File: src/rtl/raw_stream_pkg.sv
`default_nettype none
//------------------------------------------------------------------
// raw_stream_pkg: shared state type and widths for raw_stream_gen.
// Rev 1.0
//------------------------------------------------------------------
package raw_stream_pkg;
  localparam int PIX_W       = 12;
  localparam int CNT_W       = 11;
  localparam int FRAME_CNT_W = 32;

  typedef enum logic [1:0] {
    IDLE   = 2'd0,
    LINE   = 2'd1,
    HBLANK = 2'd2,
    VBLANK = 2'd3
  } state_t;
endpackage
`default_nettype wire

File: src/rtl/raw_stream_timing.sv
`default_nettype none
//------------------------------------------------------------------
// raw_stream_timing: free-running raster FSM with x/y/blank counters.
// Rev 1.0
//------------------------------------------------------------------
module raw_stream_timing
  import raw_stream_pkg::*;
#(
  parameter int H_ACTIVE = 640,
  parameter int V_ACTIVE = 480,
  parameter int H_BLANK  = 16,
  parameter int V_BLANK  = 4
)(
  input  logic             iCLK,
  input  logic             iRST,
  input  logic             iSTART,
  output state_t           oState,
  output logic [CNT_W-1:0] oX,
  output logic [CNT_W-1:0] oY,
  output logic             oFrameDone
);

  localparam int c_vbCycles = V_BLANK * (H_ACTIVE + H_BLANK);
  localparam int c_blkW     = $clog2(c_vbCycles + 1);

  localparam logic [CNT_W-1:0]  c_xLast  = CNT_W'(H_ACTIVE - 1);
  localparam logic [CNT_W-1:0]  c_yLast  = CNT_W'(V_ACTIVE - 1);
  localparam logic [c_blkW-1:0] c_hbLast = c_blkW'(H_BLANK - 1);
  localparam logic [c_blkW-1:0] c_vbLast = c_blkW'(c_vbCycles - 1);

  state_t              r_state;
  logic [CNT_W-1:0]    r_x;
  logic [CNT_W-1:0]    r_y;
  logic [c_blkW-1:0]   r_blank;

  always_ff @(posedge iCLK or negedge iRST) begin
    if (!iRST) begin
      r_state <= IDLE;
      r_x     <= '0;
      r_y     <= '0;
      r_blank <= '0;
    end else begin
      case (r_state)
        IDLE: begin
          if (iSTART) begin
            r_state <= LINE;
            r_x     <= '0;
            r_y     <= '0;
          end
        end
        LINE: begin
          if (r_x == c_xLast) begin
            r_x     <= '0;
            r_blank <= '0;
            r_state <= HBLANK;
          end else begin
            r_x <= r_x + CNT_W'(1);
          end
        end
        HBLANK: begin
          if (r_blank == c_hbLast) begin
            r_blank <= '0;
            if (r_y == c_yLast) begin
              r_y     <= '0;
              r_state <= VBLANK;
            end else begin
              r_y     <= r_y + CNT_W'(1);
              r_state <= LINE;
            end
          end else begin
            r_blank <= r_blank + c_blkW'(1);
          end
        end
        VBLANK: begin
          // iSTART is only looked at here and in IDLE, so a frame always finishes.
          if (r_blank == c_vbLast) begin
            r_blank <= '0;
            r_state <= iSTART ? LINE : IDLE;
          end else begin
            r_blank <= r_blank + c_blkW'(1);
          end
        end
        default: r_state <= IDLE;
      endcase
    end
  end

  assign oState     = r_state;
  assign oX         = r_x;
  assign oY         = r_y;
  assign oFrameDone = (r_state == VBLANK) && (r_blank == c_vbLast);

endmodule
`default_nettype wire

File: src/rtl/raw_stream_gen.sv
`default_nettype none
//------------------------------------------------------------------
// raw_stream_gen: raster raw-pixel transmitter fed from a show-ahead FIFO.
// Optional test-pattern source enabled by macro RAW_TEST_PATTERN_EN.  Rev 1.0
//------------------------------------------------------------------
module raw_stream_gen
  import raw_stream_pkg::*;
#(
  parameter int H_ACTIVE = 640,
  parameter int V_ACTIVE = 480,
  parameter int H_BLANK  = 16,
  parameter int V_BLANK  = 4
)(
  input  logic                   iCLK,
  input  logic                   iRST,
  input  logic                   iSTART,
  input  logic [PIX_W-1:0]       iDATA,
  input  logic                   iEMPTY,
`ifdef RAW_TEST_PATTERN_EN
  input  logic                   iPATTERN_SEL,
`endif
  output logic                   oRDREQ,
  output logic [CNT_W-1:0]       oX_Cont,
  output logic [CNT_W-1:0]       oY_Cont,
  output logic [PIX_W-1:0]       oDATA,
  output logic                   oDVAL,
  output logic                   oLVAL,
  output logic                   oFVAL,
  output logic [FRAME_CNT_W-1:0] oFrame_Cont,
  output logic                   oUNDERFLOW
);

  state_t           w_state;
  logic [CNT_W-1:0] w_x;
  logic [CNT_W-1:0] w_y;
  logic             w_frameDone;
  logic             w_line;
  logic             w_start;
  logic             w_patSel;
  logic [PIX_W-1:0] w_pix;

  raw_stream_timing #(
    .H_ACTIVE (H_ACTIVE),
    .V_ACTIVE (V_ACTIVE),
    .H_BLANK  (H_BLANK),
    .V_BLANK  (V_BLANK)
  ) u_timing (
    .iCLK       (iCLK),
    .iRST       (iRST),
    .iSTART     (iSTART),
    .oState     (w_state),
    .oX         (w_x),
    .oY         (w_y),
    .oFrameDone (w_frameDone)
  );

  assign w_line  = (w_state == LINE);
  assign w_start = (w_state == IDLE) && iSTART;

`ifdef RAW_TEST_PATTERN_EN
  logic r_patSel;

  always_ff @(posedge iCLK or negedge iRST) begin
    if (!iRST)        r_patSel <= 1'b0;
    else if (w_start) r_patSel <= iPATTERN_SEL;
  end

  assign w_patSel = r_patSel;
  assign w_pix    = r_patSel ? {w_y[5:0], w_x[5:0]} : (iEMPTY ? '0 : iDATA);
`else
  assign w_patSel = 1'b0;
  assign w_pix    = iEMPTY ? '0 : iDATA;
`endif

  assign oRDREQ = w_line && !iEMPTY && !w_patSel;
  assign oLVAL  = oDVAL;

  always_ff @(posedge iCLK or negedge iRST) begin
    if (!iRST) begin
      oX_Cont     <= '0;
      oY_Cont     <= '0;
      oDATA       <= '0;
      oDVAL       <= 1'b0;
      oFVAL       <= 1'b0;
      oFrame_Cont <= '0;
      oUNDERFLOW  <= 1'b0;
    end else begin
      oDVAL <= w_line;
      // Blanking between lines stays inside the frame; only VBLANK/IDLE drop it.
      oFVAL <= w_line || (w_state == HBLANK);
      if (w_line) begin
        oX_Cont <= w_x;
        oY_Cont <= w_y;
        oDATA   <= w_pix;
      end
      if (w_frameDone)
        oFrame_Cont <= oFrame_Cont + FRAME_CNT_W'(1);
      if (w_start)
        oUNDERFLOW <= 1'b0;
      else if (w_line && iEMPTY && !w_patSel)
        oUNDERFLOW <= 1'b1;
    end
  end

endmodule
`default_nettype wire

File: config.mk
export PLATFORM = sky130hd
export DESIGN_NAME = raw_stream_gen
export DESIGN_NICKNAME = d
export VERILOG_FILES = /design/src/rtl/raw_stream_pkg.sv /design/src/rtl/raw_stream_timing.sv /design/src/rtl/raw_stream_gen.sv
export SDC_FILE = /design/constraint.sdc
export NUM_CORES = 1
export LEC_CHECK = 0
export CAP_MARGIN = 30
export CORE_ASPECT_RATIO = 1.5
export CORE_MARGIN = 2
export CORE_UTILIZATION = 59
export CTS_BUF_LIST = sky130_fd_sc_hd__clkbuf_4
export CTS_CLUSTER_DIAMETER = 100
export CTS_CLUSTER_SIZE = 25
export DETAILED_ROUTE_END_ITERATION = 16
export DONT_BUFFER_PORTS = 1
export GPL_ROUTABILITY_DRIVEN = 0
export PLACE_DENSITY_LB_ADDON = 0.1
export SYNTH_ARGS = -nofsm -noshare
export SYNTH_HDL_FRONTEND = slang
export SYNTH_HIERARCHICAL = 1
export SYNTH_SLANG_ARGS = --single-unit
File: constraint.sdc
create_clock -name iCLK -period 2.4 [get_ports iCLK]
set_input_delay 0.48 -clock iCLK [delete_from_list [all_inputs] [get_ports iCLK]]
set_output_delay 0.48 -clock iCLK [all_outputs]
set_load 0.01 [all_outputs]
==> results.sh <==
export IMPL_status="finished, violations left"
export IMPL_violations="hold timing"
export IMPL_rsz0062_at_grt="yes"
export IMPL_power_leakage_nw=2.43
export IMPL_slew_limit_headroom_pct=44.7
export IMPL_clock_latency_ns=0.45
export IMPL_worst_hold_slack_ns=-0.289
export IMPL_dieArea_um2=9260
export IMPL_core_area_um2=8310
export IMPL_cts_root_buf="clkbuf_4"
export IMPL_insertedDiodeCount=0
export IMPL_drc=0
export IMPL_p_sw_w=0.00111
export IMPL_setup_viol=0
export IMPL_drt_wl_total_um=10000
export IMPL_seqPwrFrac_pct=61.7
export IMPL_synth_seq_cells=105
export IMPL_arrival_ns=2.63
export IMPL_synth_area_leader_cell="dfrtp_1"
export IMPL_intPower_w=0.00247
export IMPL_path_clk_slew_ns=0.15
export IMPL_r2r_start="u_timing/r_blank[10]$_DFFE_PN0P_"
export IMPL_ir_drop_uv=366
export IMPL_swShare_pct=30.9
export IMPL_cts_buffers=9
export IMPL_synth_nets=479
export IMPL_drive_above_1_share_pct=18.4
export IMPL_end_kind="flop"
export IMPL_area_growth_syn_to_layout_pct=8.00
export IMPL_setup_tns_ns=0
export IMPL_firstDrtPassIters=5
export IMPL_post_dp_cell_area_um2=5230
export IMPL_tightest_slew_ns=0.828
export IMPL_pwr_share_clk_pct=21.6
export IMPL_drv_cap=0
export IMPL_crit_type="reg -> reg"
export IMPL_track_usage_pct=22.7
export IMPL_final_period_utilization_pct=95.4
export IMPL_synth_edf_count=0
export IMPL_overflow=0
export IMPL_ys_seq_area_share_pct=52.5
export IMPL_rows=41
export IMPL_htree_levels=3
export IMPL_avgSynthCellArea_um2=11.0
export IMPL_setup_ws_ns=0.111
export IMPL_pwr_share_comb_pct=16.7
export IMPL_start_util_pct=60.3
export IMPL_ioPinCount=87
export IMPL_dp_slack_ns=-0.0520
export IMPL_grt_pass1_wl_um=16500
export IMPL_numClockSinks=105
export IMPL_period_needed_ns=2.29
export IMPL_hpwl_um=7180
export IMPL_cellPowerDensity_nw_per_um2=662
export IMPL_synthArstFlopShare_pct=100
export IMPL_numPortBuffers=0
export IMPL_dieWidth_um=79.2
export IMPL_syn_area_um2=5010
export IMPL_grt_start_max_net_pins=106
export IMPL_ant_nets=0
export IMPL_vias_per_cell=6.05
export IMPL_design_area_um2=5410
export IMPL_crit_start="u_timing/r_blank[10]$_DFFE_PN0P_"
export IMPL_hp_class="in -> async"
export IMPL_hold_violations=105
export IMPL_drt_iter0_drc=190
export IMPL_fin_nets=501
export IMPL_syn_instance_count=457
export IMPL_synth_cell_type_count=60
export IMPL_synth_area_leaders="dfrtp_1 52%, xnor2_1 5.6%, mux2_2 5.4%"
export IMPL_cp_required_ns=2.74
export IMPL_synth_top_area_share_pct=52.5
export IMPL_wire_per_inst_um=17.0
export IMPL_cts_tree="done"
export IMPL_cts_buffer_depth=2
export IMPL_fmax_mhz=437
export IMPL_finClkSkew_ns=0.0180
export IMPL_yosysMostFrequentCell="dfrtp_1"
export IMPL_yosysWarnings=6
export IMPL_critPathLaunchType="flop"
export IMPL_cp_max_fo=5
export IMPL_synthTopCellsByCount="105 x dfrtp_1, 35 x nand2_1, 32 x xnor2_1"
export IMPL_dieHeight_um=117
export IMPL_drv_slew=0
export IMPL_via_count=3575
export IMPL_antenna_found_initial=0
export IMPL_synth_top_flop_cell="dfrtp_1"
export IMPL_grt_pass1_vias=3430
layer usage:
| layer | part of all wire [%] | vias to the layer above | track usage (%) |
|---|---|---|---|
| met4 | 2.3 | 0 | 8.74 |
| met5 | 0 | - | 0 |
| met2 | 51 | 87 | 38.0 |
| li1 | - | 1701 | - |
| met3 | 5.6 | 17 | 6.06 |
| met1 | 41 | 1770 | 28.3 |
cell type report:
class | instances | area [um2]
well taps | 107 | 134
flip-flops and latches | 105 | 2630
clock buffers | 11 | 82.6
repair buffers | 29 | 234
fillers | 682 | 2900
inverters | 23 | 86.3
multi-input cells | 311 | 2210
clock inverters | 5 | 32.5
power groups by stage:
stage | combinational [W] | clock, W | sequential [W]
finish | 0.000599 | 0.000772 | 0.00221
global route | 0.000688 | 0.000888 | 0.00224
CTS | 0.000610 | 0.000811 | 0.00221
detailed placement | 0.000604 | 0 | 0.00225
global placement | 0.000576 | 0 | 0.00224
floorplan | 0.000506 | 0 | 0.00219
path summary, 6_finish.rpt:
path / slack [ns] / end / depth (start not counted)
max reg2reg: 0.11 / oFrame_Cont[11]$_DFFE_PN0P_ / 9
min in group iCLK: 0.10 / oUNDERFLOW$_DFFE_PN0P_ / 1
max: 0.11 / oFrame_Cont[11]$_DFFE_PN0P_ / 9
min reg2reg: 0.52 / u_timing/oY[10]$_DFFE_PN0P_ / 1
min: -0.29 / oDATA[9]$_DFFE_PN0N_ / 0
max in group asynchronous: 2.51 / u_timing/r_blank[7]$_DFFE_PN0P_ / 0
cells in the final DEF (no fill, tap or decap), types with 5 or more instances in the layout:
cell,count
dfrtp_1,105
nand2_1,35
xnor2_1,32
o21ai_0,28
buf_4,27
mux2_2,24
nand3_1,24
inv_1,23
nand4_1,21
nor2_1,14
a31oi_1,13
nand3b_1,12
nor4_1,11
clkbuf_4,11
nor3_1,9
and3_1,9
xor2_1,7
nand2b_1,6
and4_1,5
ha_1,5
state kept, by name, summed over array words and instances, names as in the netlist:
signal            cells
oY_Cont              11
u_timing/r_blank     12
u_timing/oState       2
oX_Cont              11
oDATA                12
oDVAL                 1
u_timing/oX          11
oFrame_Cont          32
oFVAL                 1
u_timing/oY          11
oUNDERFLOW            1
kinds of logic after synthesis:
logic type,after synthesis,share of synthesized area (%)
and+or+nand+nor,172,20.4
DFF,105,52.5
AOI/OAI and AO/OA,67,8.87
buffers and inverters,41,3.90
xor gates and xnor gates,39,6.82
muxes,27,6.00
adders and majority gates,6,1.50
critical path: stages, from the launching register on:
cell and delay (ns):
dfrtp_1 0.41, or4_4 0.56, nor4_4 0.17, and2_4 0.22
nand4_1 0.10, buf_6 0.16, nor3_1 0.16, buf_4 0.15
nand4_1 0.11, xnor2_1 0.16
metrics by stage:
step | utilization [%] | hold slack, ns | cells | power (W)
floorplan | - | 0.184 | 457 | 0.00269
global placement | 63.0 | 0.186 | 570 | 0.00282
detailed placement | 63.0 | 0.186 | 570 | 0.00285
CTS | 64.5 | -0.325 | 587 | 0.00363
global route | 65.1 | -0.355 | 591 | 0.00382
finish | 65.1 | -0.289 | 591 | 0.00358
timing repair:
| action | in CTS | in global routing |
|---|---|---|
| pin swaps | 2 | 1 |
| buffers inserted | 1 | 4 |
| setup endpoints to repair | 10 | 21 |
| resized for setup | 1 | 1 |
| hold endpoints to repair | 105 | 105 |
(Power assumes the default switching activity.)
==> RTL change 1 (same flow settings) <==
`H_BLANK` is set to 16 in 2 places; all go to 8.
--- a/src/rtl/raw_stream_timing.sv
+++ b/src/rtl/raw_stream_timing.sv
@@ -8,7 +8,7 @@
 #(
   parameter int H_ACTIVE = 640,
   parameter int V_ACTIVE = 480,
-  parameter int H_BLANK  = 16,
+  parameter int H_BLANK  = 8,
   parameter int V_BLANK  = 4
 )(
   input  logic             iCLK,
--- a/src/rtl/raw_stream_gen.sv
+++ b/src/rtl/raw_stream_gen.sv
@@ -8,7 +8,7 @@
 #(
   parameter int H_ACTIVE = 640,
   parameter int V_ACTIVE = 480,
-  parameter int H_BLANK  = 16,
+  parameter int H_BLANK  = 8,
   parameter int V_BLANK  = 4
 )(
   input  logic                   iCLK,
Function: no difference found for any inputs over 10 cycles, from zero or initial values and one cycle with iRST low; that may be too few to reach the edited logic, so the function may still have changed.
==> RTL change 1 against the unedited design <==
The flow still finishes with violations (hold timing). Count of clock-buffer cells in the layout stayed put. Sequential cell count stayed put. Sequential share of layout area is 0.12 points lower. Utilization is 2.2 points higher. Routed wire length is 2.2% higher. Design area is 0.25% higher. Setup slack worse by 0.10 ns. Synthesized area is 1.6% lower. Critical path type unchanged.
Power is not compared: it rests on default switching activity, and its combinational part moved more than twofold at a synthesized area within 25%.
==> RTL change 1: results (changes against the unedited design) <==
----------------------------------------------------
[Outcome]
  Outcome ... finished, violations left
  Failing checks ... hold timing

[Placement]
  IO buf count ... 0 (unchanged)
  Placed cells ... 568 (-0.35%)
  HPWL after detailed placement ... 7130 um (-0.80%)
  Total placed instance area ... 5160 um2 (-1.3%)

[Layout]
  Antenna diode count ... 0 (unchanged)
  Count of nets after finishing ... 505 (+0.80%)
  Proportion of layout cells with a drive suffix above 1 ... 18.2% (-0.15 points)
  Filler-free cell count of the finished design ... 593 (+0.34%)

[GRT]
  Overall fraction of global-route tracks in use ... 23.6% (+0.87 points)
  Global-route wire length before repair ... 16900 um (+2.6%)
  Via count of the first global-routing pass ... 3477 (+1.4%)

[Synth]
  Share of synthesized area spent on multiplexers ... 5.67% (-0.33 points)
  Compound-Gate Fraction of Synth Area ... 9.73% (+0.86 points)
  Post-synthesis net count ... 481 (+0.42%)
  Largest cells by area after synthesis ... dfrtp_1 53%, mux2_2 5.3%, xnor2_1 5.2%
  Post-synthesis adder-cell area fraction ... 1.52% (+0.025 points)
  Share of synthesized registers carrying an async set or reset ... 100% (unchanged)
  Sequential share of the synthesized area ... 53.4% (+0.88 points)
  Post-Synth XOR/XNOR Area ... 6.40% (-0.42 points)
  Number of standard cells after synthesis ... 459 (+0.44%)
  Distinct cell type count of the synthesized netlist ... 54 (-10%)
  Synth top cells by count ... 105 x dfrtp_1, 44 x o21ai_0, 35 x nand2_1, 34 x nand3_1, 29 x xnor2_1

[Power]
  Relative contribution of combinational cells to total power ... less than 1%
  Leak ... 2.30 nW

[Clocking]
  Maximum clock insertion buffer count ... 2 (unchanged)
  Total setup buffers inserted after CTS ... 4 (+3)
  Clk Latency, worst-skew pair ... 0.47 ns (+0.02 ns)

[Timing]
  Number of hold violations in the final report ... 105 (unchanged)
  Transition time of the tightest slew-check pin ... 0.766 ns (-0.0616 ns)
  Minimum hold slack ... -0.311 ns (-0.0224 ns)
  Maximum clock skew at final layout ... 0.0137 ns (-0.00429 ns)
  Fin worst setup slack ... 0.00673 ns (-0.104 ns)

[Routing]
  Average detailed-routed wire length per instance ... 17.3 um (+1.9%)
  First-iteration detailed-routing DRC count ... 217 (+14%)
  Total number of vias ... 3620 (+1.3%)
  First-pass iteration count of the detailed router ... 4 (-1)

[Setup path]
  Reg-to-reg critical path endpoint ... oFrame_Cont[29]
  Crit path DAT ... 2.75 ns (+0.12 ns)
  Largest fanout of any net on the critical path ... 7 (+2)

----------------------------------------------------
==> RTL change 1: cell count changes after synthesis, sizes merged, moves of 5 or more <==
cell	delta
nand4	-5
nor4	-8
nand3	+10
a31oi	-6
o31ai	+6
o21ai	+17
nor2	+11
==> RTL change 1: final cells by class <==
cell class              instances  area (um2)
fillers                       623        2640
flip-flops and latches        105        2630
multi-input cells             318        2210
repair buffers                 30         241
well taps                     105         131
clock buffers                  11        82.6
inverters                      19        71.3
clock inverters                 5        56.3
==> RTL change 1: worst min-delay path by stage <==
stage	slack, ns	endpoint	startpoint	cells after the start
floorplan	0.18	oDATA[0]	iRST	0
global placement	0.19	oDATA[3]	iRST	0
detailed placement	0.19	oDATA[7]	iRST	0
CTS	-0.33	oFrame_Cont[23]	iRST	0
global route	-0.34	oFrame_Cont[23]	iRST	0
finish	-0.31	u_timing/oX[4]	iRST	0
==> RTL change 1: layer usage <==
metal  track usage (%)  routed length (um)
met5                 0                   0
met4              9.12                 155
met3              4.75                 478
met2              40.1                5420
met1              29.8                4210
==> RTL change 2 (same settings) <==
Made on the original files. The 4 states of `state_t` get a one-hot encoding in 4 bits.
--- a/src/rtl/raw_stream_pkg.sv
+++ b/src/rtl/raw_stream_pkg.sv
@@ -8,11 +8,11 @@
   localparam int CNT_W       = 11;
   localparam int FRAME_CNT_W = 32;
 
-  typedef enum logic [1:0] {
-    IDLE   = 2'd0,
-    LINE   = 2'd1,
-    HBLANK = 2'd2,
-    VBLANK = 2'd3
+  typedef enum logic [3:0] {
+    IDLE   = 4'b0001,
+    LINE   = 4'b0010,
+    HBLANK = 4'b0100,
+    VBLANK = 4'b1000
   } state_t;
 endpackage
 `default_nettype wire
Behaviour: same outputs for any inputs over 10 cycles, from zero or initial values and one cycle with iRST low; not proved beyond that.
==> RTL change 2 against the unedited design <==
Setup slack gained 0.024 ns. Non-clock buffer count shrank 9. Largest cell class unchanged. Routed wire length grew 9.0%. Total power grew 9.4%. First-iteration DRC count grew 86%. Sequential cell count grew 2. Synthesized area grew 5.2%. Design area grew 3.1%. Highest routed layer unchanged. The flow still finishes with violations (hold timing).
==> RTL change 2: results (changes against the unedited design) <==
----------------------------------------------------
[Outcome]
  Outcome ... finished, violations left
  Failing checks ... hold timing

[Floorplanning]
  Core outline area ... 8780 um2 (+5.6%)

[Routing]
  Detailed route wirelength on metal3 ... 558 um (-0.36%)
  Post-Route M1 WL ... 4340 um (+4.7%)
  First-iteration detailed-routing DRC count ... 353 (+86%)

[GRT]
  Met3 Use GR ... 5.86% (-0.19 points)
  Overall fraction of global-route tracks in use ... 24.1% (+1.4 points)
  Met2 capacity usage during global routing ... 42.0% (+4.0 points)
  Global-route wire length before repair ... 18400 um (+11%)
  Initial antenna violation count ... 1 (+1)

[Timing]
  Number of hold violations in the final report ... 107 (+1.9%)
  Minimum hold slack ... -0.317 ns (-0.0279 ns)

[Synth]
  Post-synthesis net count ... 516 (+7.7%)
  Sequential share of the synthesized area ... 50.9% (-1.6 points)
  Distinct cell type count of the synthesized netlist ... 58 (-3.3%)

[Layout]
  Multi-input gates ... 355 (+14%)
  Filler cell count ... 693 (+1.6%)
  Final non-clock buffer share ... 2.69% (-1.6 points)
  Fraction of area in clock buffers and inverters ... 1.98% (-0.15 points)
  Clkbuf count ... 9 (-2)
  Layout Area Growth over Synthesis ... 5.84%
  Antenna diode count ... 1 (+1)
  Count of nets after finishing ... 526 (+5.0%)
  Buffers, non-clock ... 20 (-31%)

[Setup path]
  Register-to-register path setup slack ... 0.13 ns (+0.02 ns)
  Reg-to-reg critical path endpoint ... oFrame_Cont[23]
  Cell with the largest stage delay on the worst path ... dfrtp_1
  Worst setup startpoint ... u_timing/r_blank[0]
  Worst stage delay on the critical path ... 0.44 ns (-0.12 ns)

[Power]
  Leak ... 2.46 nW (+1.5%)
  Max VDD drop ... 0.000464 V (+27%)

[Clocking]
  Total setup buffers inserted after CTS ... 0 (-1)

[Placement]
  Total placed instance area ... 5450 um2 (+4.2%)

----------------------------------------------------
## RTL change 2: repair_timing
item	in CTS	in global routing
resized for setup	0	2
endpoints found under the setup margin	0	12
endpoints found under the hold margin	107	107
## RTL change 2: cell families (layout without fill, tap and decap cells)
| family | Yosys count | after routing | synth area share (%) |
|---|---|---|---|
| AOI/OAI and AO/OA | 93 | 93 | 11.5 |
| xor gates and xnor gates | 36 | 36 | 5.99 |
| adders and majority gates | 4 | 4 | 0.950 |
| buffers and inverters | 34 | 48 | 2.95 |
| DFF | 107 | 107 | 50.9 |
| muxes | 23 | 23 | 4.92 |
| other | 0 | 1 | 0 |
| and+or+nand+nor | 199 | 199 | 22.8 |
## RTL change 2: where the power goes
part / internal, mW / switching, mW / total [mW]
Clock: 0.209 / 0.585 / 0.794
Sequential: 2.01 / 0.245 / 2.25
Combinational: 0.396 / 0.474 / 0.870
Total: 2.61 / 1.30 / 3.92
